**src/rtl/rx_top.sv**
```systemverilog
// Receive-side UART: 16x oversampled deframer (7/8 data, none/even/odd parity,
// 1/2 stop) feeding a show-ahead FIFO of {frm_err, par_err, data} entries.
module rx_top #(
  parameter int unsigned CLK_FREQ = 50_000_000,
  parameter int unsigned DBITS    = 8,
  parameter int unsigned DEPTH    = 8
) (
  input  logic             i_clk,
  input  logic             i_rst,
  input  logic             i_rx,
  input  logic             i_d_num,
  input  logic             i_s_num,
  input  logic [1:0]       i_par,
  input  logic [1:0]       i_bd_rate,
  input  logic             i_rd,
  output logic [DBITS-1:0] o_rd_data,
  output logic             o_par_err,
  output logic             o_frm_err,
  output logic             o_empty,
  output logic             o_full,
  output logic             o_overrun,
  output logic             o_busy
);

  localparam int unsigned DIV0 = (CLK_FREQ + 1200 * 16 - 1) / (1200 * 16);
  localparam int unsigned DIV1 = (CLK_FREQ + 2400 * 16 - 1) / (2400 * 16);
  localparam int unsigned DIV2 = (CLK_FREQ + 4800 * 16 - 1) / (4800 * 16);
  localparam int unsigned DIV3 = (CLK_FREQ + 9600 * 16 - 1) / (9600 * 16);
  localparam int unsigned TW   = $clog2(DIV0 + 1);
  localparam int unsigned BW   = (DBITS > 1) ? $clog2(DBITS) : 1;
  localparam int unsigned AW   = (DEPTH > 1) ? $clog2(DEPTH) : 1;
  localparam int unsigned CW   = $clog2(DEPTH + 1);
  localparam int unsigned EW   = DBITS + 2;

  typedef enum logic [2:0] {
    IDLE   = 3'd0,
    START  = 3'd1,
    DATA   = 3'd2,
    PARITY = 3'd3,
    STOP   = 3'd4
  } state_t;

  // Error is 1 when the received parity bit disagrees with the selected sense.
  function automatic logic parity_err(input logic [DBITS-1:0] data,
                                      input logic pbit, input logic odd);
    parity_err = (^data) ^ pbit ^ odd;
  endfunction

  logic             rx_s1_q, rx_s2_q, rx_prev_q;
  logic             fall_s, tick_s, start_s, mid_s, par_en_s;
  logic [1:0]       bd_sel_s;
  logic [TW-1:0]    div_m1_s, tick_cnt_q, tick_cnt_d;
  state_t           state_q, state_d;
  logic [3:0]       s_cnt_q, s_cnt_d;
  logic [BW-1:0]    bit_cnt_q, bit_cnt_d, last_bit_s;
  logic             stop_cnt_q, stop_cnt_d;
  logic [DBITS-1:0] data_q, data_d;
  logic             par_err_q, par_err_d, frm_err_q, frm_err_d;
  logic             busy_q, busy_d;
  logic             d_num_q, d_num_d, s_num_q, s_num_d;
  logic [1:0]       par_q, par_d, bd_q, bd_d;
  logic             wr_q, wr_d;
  logic [EW-1:0]    wr_data_q, wr_data_d;

  logic [EW-1:0]    mem_q [DEPTH];
  logic [AW-1:0]    wr_ptr_q, wr_ptr_d, rd_ptr_q, rd_ptr_d;
  logic [CW-1:0]    count_q, count_d;
  logic             do_rd_s, do_wr_s;
  logic [EW-1:0]    head_q, head_d;
  logic             empty_q, full_q, overrun_q, overrun_d;

  // Two-stage synchronizer plus edge register for start detection.
  always_ff @(posedge i_clk) begin
    if (i_rst) begin
      rx_s1_q   <= 1'b1;
      rx_s2_q   <= 1'b1;
      rx_prev_q <= 1'b1;
    end else begin
      rx_s1_q   <= i_rx;
      rx_s2_q   <= rx_s1_q;
      rx_prev_q <= rx_s2_q;
    end
  end

  assign fall_s   = rx_prev_q & ~rx_s2_q;
  assign bd_sel_s = (state_q == IDLE) ? i_bd_rate : bd_q;
  assign par_en_s = (par_q == 2'b01) || (par_q == 2'b10);
  assign last_bit_s = d_num_q ? BW'(DBITS - 1) : BW'(DBITS - 2);

  // Baud divisor selection: live rate while idle, latched rate during a frame.
  always_comb begin
    case (bd_sel_s)
      2'b00:   div_m1_s = TW'(DIV0 - 1);
      2'b01:   div_m1_s = TW'(DIV1 - 1);
      2'b10:   div_m1_s = TW'(DIV2 - 1);
      2'b11:   div_m1_s = TW'(DIV3 - 1);
      default: div_m1_s = TW'(DIV3 - 1);
    endcase
  end

  // Oversample tick counter; >= guards a rate change while idle.
  assign tick_s = (tick_cnt_q >= div_m1_s);
  always_comb begin
    tick_cnt_d = tick_cnt_q + TW'(1);
    if (start_s || tick_s) begin
      tick_cnt_d = '0;
    end else begin
      tick_cnt_d = tick_cnt_q + TW'(1);
    end
  end

  assign mid_s = tick_s && (s_cnt_q == 4'd15);

  // Deframer next-state logic.
  always_comb begin
    state_d    = state_q;
    s_cnt_d    = s_cnt_q;
    bit_cnt_d  = bit_cnt_q;
    stop_cnt_d = stop_cnt_q;
    data_d     = data_q;
    par_err_d  = par_err_q;
    frm_err_d  = frm_err_q;
    busy_d     = busy_q;
    d_num_d    = d_num_q;
    s_num_d    = s_num_q;
    par_d      = par_q;
    bd_d       = bd_q;
    wr_d       = 1'b0;
    wr_data_d  = wr_data_q;
    start_s    = 1'b0;
    case (state_q)
      IDLE: begin
        if (fall_s) begin
          state_d    = START;
          start_s    = 1'b1;
          s_cnt_d    = 4'd0;
          bit_cnt_d  = '0;
          stop_cnt_d = 1'b0;
          data_d     = '0;
          par_err_d  = 1'b0;
          frm_err_d  = 1'b0;
          d_num_d    = i_d_num;
          s_num_d    = i_s_num;
          par_d      = i_par;
          bd_d       = i_bd_rate;
        end else begin
          state_d = IDLE;
        end
      end
      START: begin
        if (tick_s && (s_cnt_q == 4'd7)) begin
          s_cnt_d = 4'd0;
          if (!rx_s2_q) begin
            state_d = DATA;
            busy_d  = 1'b1;
          end else begin
            state_d = IDLE;
          end
        end else begin
          s_cnt_d = s_cnt_q + {3'd0, tick_s};
        end
      end
      DATA: begin
        s_cnt_d = s_cnt_q + {3'd0, tick_s};
        if (mid_s) begin
          data_d[bit_cnt_q] = rx_s2_q;
          if (bit_cnt_q == last_bit_s) begin
            bit_cnt_d = '0;
            state_d   = par_en_s ? PARITY : STOP;
          end else begin
            bit_cnt_d = bit_cnt_q + BW'(1);
          end
        end else begin
          bit_cnt_d = bit_cnt_q;
        end
      end
      PARITY: begin
        s_cnt_d = s_cnt_q + {3'd0, tick_s};
        if (mid_s) begin
          par_err_d = parity_err(data_q, rx_s2_q, par_q == 2'b10);
          state_d   = STOP;
        end else begin
          state_d = PARITY;
        end
      end
      STOP: begin
        s_cnt_d = s_cnt_q + {3'd0, tick_s};
        if (mid_s) begin
          frm_err_d = frm_err_q | ~rx_s2_q;
          if (stop_cnt_q == s_num_q) begin
            state_d   = IDLE;
            busy_d    = 1'b0;
            wr_d      = 1'b1;
            wr_data_d = {frm_err_q | ~rx_s2_q, par_err_q, data_q};
          end else begin
            stop_cnt_d = 1'b1;
          end
        end else begin
          state_d = STOP;
        end
      end
      default: begin
        state_d = IDLE;
        busy_d  = 1'b0;
      end
    endcase
  end

  // Deframer state and frame configuration registers.
  always_ff @(posedge i_clk) begin
    if (i_rst) begin
      state_q    <= IDLE;
      tick_cnt_q <= '0;
      s_cnt_q    <= 4'd0;
      bit_cnt_q  <= '0;
      stop_cnt_q <= 1'b0;
      data_q     <= '0;
      par_err_q  <= 1'b0;
      frm_err_q  <= 1'b0;
      busy_q     <= 1'b0;
      d_num_q    <= 1'b1;
      s_num_q    <= 1'b0;
      par_q      <= 2'b00;
      bd_q       <= 2'b00;
      wr_q       <= 1'b0;
      wr_data_q  <= '0;
    end else begin
      state_q    <= state_d;
      tick_cnt_q <= tick_cnt_d;
      s_cnt_q    <= s_cnt_d;
      bit_cnt_q  <= bit_cnt_d;
      stop_cnt_q <= stop_cnt_d;
      data_q     <= data_d;
      par_err_q  <= par_err_d;
      frm_err_q  <= frm_err_d;
      busy_q     <= busy_d;
      d_num_q    <= d_num_d;
      s_num_q    <= s_num_d;
      par_q      <= par_d;
      bd_q       <= bd_d;
      wr_q       <= wr_d;
      wr_data_q  <= wr_data_d;
    end
  end

  // FIFO control; a pop frees the slot for a same-cycle write when full.
  assign do_rd_s = i_rd && (count_q != '0);
  assign do_wr_s = wr_q && ((count_q != CW'(DEPTH)) || do_rd_s);

  // FIFO next state and registered show-ahead head.
  always_comb begin
    overrun_d = wr_q && (count_q == CW'(DEPTH)) && !do_rd_s;
    rd_ptr_d  = rd_ptr_q + AW'(do_rd_s);
    wr_ptr_d  = wr_ptr_q + AW'(do_wr_s);
    count_d   = count_q + CW'(do_wr_s) - CW'(do_rd_s);
    if (count_d == '0) begin
      head_d = '0;
    end else if (do_wr_s && (wr_ptr_q == rd_ptr_d)) begin
      head_d = wr_data_q;
    end else begin
      head_d = mem_q[rd_ptr_d];
    end
  end

  // FIFO storage; contents need no reset since count gates visibility.
  always_ff @(posedge i_clk) begin
    if (do_wr_s) begin
      mem_q[wr_ptr_q] <= wr_data_q;
    end
  end

  // FIFO pointers, count and registered outputs.
  always_ff @(posedge i_clk) begin
    if (i_rst) begin
      wr_ptr_q  <= '0;
      rd_ptr_q  <= '0;
      count_q   <= '0;
      head_q    <= '0;
      empty_q   <= 1'b1;
      full_q    <= 1'b0;
      overrun_q <= 1'b0;
    end else begin
      wr_ptr_q  <= wr_ptr_d;
      rd_ptr_q  <= rd_ptr_d;
      count_q   <= count_d;
      head_q    <= head_d;
      empty_q   <= (count_d == '0);
      full_q    <= (count_d == CW'(DEPTH));
      overrun_q <= overrun_d;
    end
  end

  assign o_rd_data = head_q[DBITS-1:0];
  assign o_par_err = head_q[DBITS];
  assign o_frm_err = head_q[DBITS+1];
  assign o_empty   = empty_q;
  assign o_full    = full_q;
  assign o_overrun = overrun_q;
  assign o_busy    = busy_q;

endmodule

```
**config.mk**
```make
export PLATFORM = sky130hd
export DESIGN_NAME = rx_top
export DESIGN_NICKNAME = d
export VERILOG_FILES = /design/src/rtl/rx_top.sv
export SDC_FILE = /design/constraint.sdc
export NUM_CORES = 1
export LEC_CHECK = 0
export BUFFER_PORTS_ARGS = -buffer_cell sky130_fd_sc_hd__buf_2
export CORE_MARGIN = 2
export CORE_UTILIZATION = 48
export CTS_CLUSTER_SIZE = 20
export DETAILED_ROUTE_END_ITERATION = 10
export PLACE_DENSITY = 0.67
export SLEW_MARGIN = 0
export SYNTH_ARGS = -nofsm -noshare
export SYNTH_HDL_FRONTEND = slang
export SYNTH_SLANG_ARGS = --single-unit
```
**constraint.sdc**
```tcl
create_clock -name i_clk -period 3.2 [get_ports i_clk]
set_input_delay 0.16 -clock i_clk [delete_from_list [all_inputs] [get_ports i_clk]]
set_output_delay 0.16 -clock i_clk [all_outputs]
set_load 0.02 [all_outputs]
```
==> metrics.md <==
| Metric | Value |
|---|---|
| Status | completed |
| GR peak layer | met2 |
| Finished Cell Area | 8290 µm² |
| First-pass GRT wire length | 22.5 mm |
| Wire per inst | 16.5 µm |
| WP data required | 3530 ps |
| Power share of the clock group | 40.9% |
| Primary FF master, synth | edfxtp_1 |
| Psw | 1.33 mW |
| Most common cell after layout, fill and taps aside | edfxtp_1 |
| # DRC | 0 |
| Final setup margin | 88.8 ps |
| Startpoint types | flop |
| Slew @ Worst Pin | 723 ps |
| Dpl cell area | 7400 µm² |
| Overall die width | 124 µm |
| Leakage power | 3.25 nW |
| Seq/Total Area, Yosys | 56.7% |
| Layout Utilization | 59.0% |
| Clock tree buffer depth | 2 |
| # nets final | 665 |
| Worst Hold Class | in2reg |
| DIE HEIGHT | 124 µm |
| P&R area growth vs syn | 19.2% |
| Top cell type's share of synthesized area | 34.5% |
| Die area | 15500 µm² |
| Largest net degree at the start of global routing | 40 |
| Most frequent cells in the layout | edfxtp_1 (80), dfxtp_1 (76), nor2_1 (59) |
| Worst-path clk slew | 60 ps |
| Seq pwr share | 41.8% |
| Root Driver | clkbuf_16 |
| Row cnt | 43 |
| Peak supply drop | 0.452 mV |
| GR Layer Usage met2 | 29.8% |
| Largest area contributor in the netlist | edfxtp_1 |
| Total Power | 5.20 mW |
| Area of the core | 14000 µm² |
| Count of unique library cells instantiated by Yosys | 57 |
| CP Max Fanout | 12 |
| Tmin final | 3110 ps |
| Hpwl dp | 8.83 mm |
| Tcrit/Tclk final | 97.2% |
| Tot GR Track Use | 18.1% |
| Final Hold Fails | 0 |
| Avg Vias per Cell | 5.43 |
| Final Skew | 7.38 ps |
| EDFF count, synth | 80 |
| Internal power | 3.88 mW |
| # placed instances | 770 |
| Drt initial violations | 246 |
| Worst hold slack | 64.9 ps |
| Vias in the first global route | 4542 |
| Fmax | 0.321 GHz |
| CP Capture Type | flop |
| Flops & latches, synth | 157 |
| Most Frequent Cell on Critical Path | ha_2 |
| GR Layer Usage met3 | 4.68% |
| CTS Sinks | 157 |
| # diodes | 0 |
| Sw Share | 25.5% |
| Synthesized area per cell | 12.2 µm² |
| TritonCTS clock tree | yes |
| H-tree depth | 4 |
| Max_slew headroom | 51.5% |
| Routed vias | 4429 |
| Final GP Congestion | 0.813 |
| Clk_lat worst skew | 420 ps |
| Synthesized area | 6960 µm² |
| Grt met1 use | 23.1% |
| Setup TNS | 0 ps |
| Dominant cells by area after synthesis | edfxtp_1 (35%), dfxtp_1 (22%), mux4_2 (6.5%), ha_1 (5.8%), nor2_1 (3.3%) |
| Crit path max-delay cell type | nor4b_4 |
| Comb pwr share | 17.3% |
| Reg2Reg Setup Slack | 90 ps |
| Syn_nets | 612 |
| CP Cell Sequence | nor3_4 -> mux2_4 -> buf_6 -> ha_2 -> ha_2 -> o21a_1 -> nor2_2 -> nor4b_4 -> nor2_4 -> nor4_4 -> buf_12 -> nor2_1 -> a311oi_1 |
| Initial antenna violation count | 0 |
| Power per cell area | 628 nW/µm² |
| Critical Path AT | 3440 ps |
| Final Max Tran Viols | 0 |
| Largest stage delay, worst path | 370 ps |
| Pre-CTS setup slack | -12.5 ps |
| IO Port Bufs | 23 |
| RSZ-0062 raised after global routing | yes |
| Ports placed on the boundary | 24 |
| Share of cells above drive strength 1 | 23.0% |
| Num CTS Buffers | 17 |
| Synth Instances | 569 |
| Synth Warn # | 0 |
| Crit Path Category | reg2reg |
| Remaining Overflow, GRT | 0 |
| Starting Density | 49.5% |
| Final setup violation count | 0 |
| Fin cells | 815 |
| Async set or reset register ratio after synthesis | 0% |
| DRT Wirelength | 13.4 mm |
| First drt pass iteration count | 4 |
| MaxCap Viol Count | 0 |
| Final ANT Viol Nets | 0 |
cells in the mapped netlist (all sizes together), types with 2 or more instances:
library cell / number
nor2: 62
inv: 25
mux4: 20
edfxtp: 80
a21o: 3
clkbuf: 16
a22o: 2
nor4b: 2
nand4b: 2
buf: 10
nor3: 12
o21ai: 16
o31ai: 2
nor2b: 10
o32ai: 2
dfxtp: 77
o211ai: 2
xnor2: 15
ha: 32
a21oi: 39
nand2b: 7
or2: 3
xor2: 13
mux2i: 20
nand4: 6
and2: 6
a31o: 2
mux2: 5
o21a: 3
and3: 6
nor4: 6
a32o: 4
nand2: 39
nand3: 10
area by class of cell:
| type | instances | area (µm²) |
|---|---|---|
| clock inverters | 12 | 188 |
| fillers | 1093 | 5750 |
| well taps | 180 | 225 |
| inverters | 25 | 93.8 |
| clock buffers | 20 | 437 |
| flip-flops and latches | 157 | 3950 |
| multi-input cells | 361 | 2960 |
| repair buffers | 60 | 443 |
kinds of logic after synthesis:
kind of cell / after synthesis / share of synthesized area [%]
adder cells (fa/ha/maj): 33 / 6.04
buffers and inverters: 51 / 3.11
flip-flops: 157 / 56.7
AO/OA/AOI/OAI: 82 / 7.59
AND/OR/NAND/NOR: 173 / 12.9
multiplexers: 45 / 10.2
XOR/XNOR: 28 / 3.53
power by group through the flow:
stage | sequential [mW] | clock [mW] | combinational (mW)
4_1_cts | 2.18 | 2.17 | 0.897
2_1_floorplan | 2.23 | 0 | 0.656
3_3_place_gp | 2.22 | 0 | 0.861
6_report | 2.18 | 2.13 | 0.899
5_1_grt | 2.18 | 2.26 | 1.01
3_5_place_dp | 2.22 | 0 | 0.882
state kept, by name (all words and copies together) (netlist names), 2 cells and up:
register    cells
mem_q          80
tick_cnt_q     12
head_q         10
wr_data_q      10
data_q          8
count_q         4
s_cnt_q         4
bit_cnt_q       3
rd_ptr_q        3
state_q         3
wr_ptr_q        3
bd_q            2
par_q           2
critical path: cells and delay by family, from the launching register on:
kind / cells / cell delay [ps]
AND/OR/NAND/NOR: 6 / 1170
adder cells (fa/ha/maj): 2 / 470
AO/OA/AOI/OAI: 2 / 370
multiplexers: 1 / 360
flip-flops: 1 / 330
buffers and inverters: 2 / 320
final timing paths:
path / startpoint / to / depth (start not counted)
worst max register to register: state_q[2] / wr_data_q[9] / 13
worst min-delay path: i_rd / o_overrun / 4
worst min register to register: rx_s1_q / rx_s2_q / 1
worst max-delay path: state_q[2] / wr_data_q[9] / 13
repair_timing:
action	CTS	global route
gates resized for setup	3	25
buffers inserted	4	2
setup endpoints to repair	4	27
pin swaps	4	11
hold buffers	7	0
endpoints found under the hold margin	7	0
metal layers:
metal | routed length [µm] | vias to the layer above
li1 | - | 2165
met1 | 5980 | 2170
met2 | 6910 | 80
met3 | 399 | 14
met4 | 131 | 0
met5 | 0 | -
No activity file was read; power rests on OpenSTA's default activity.
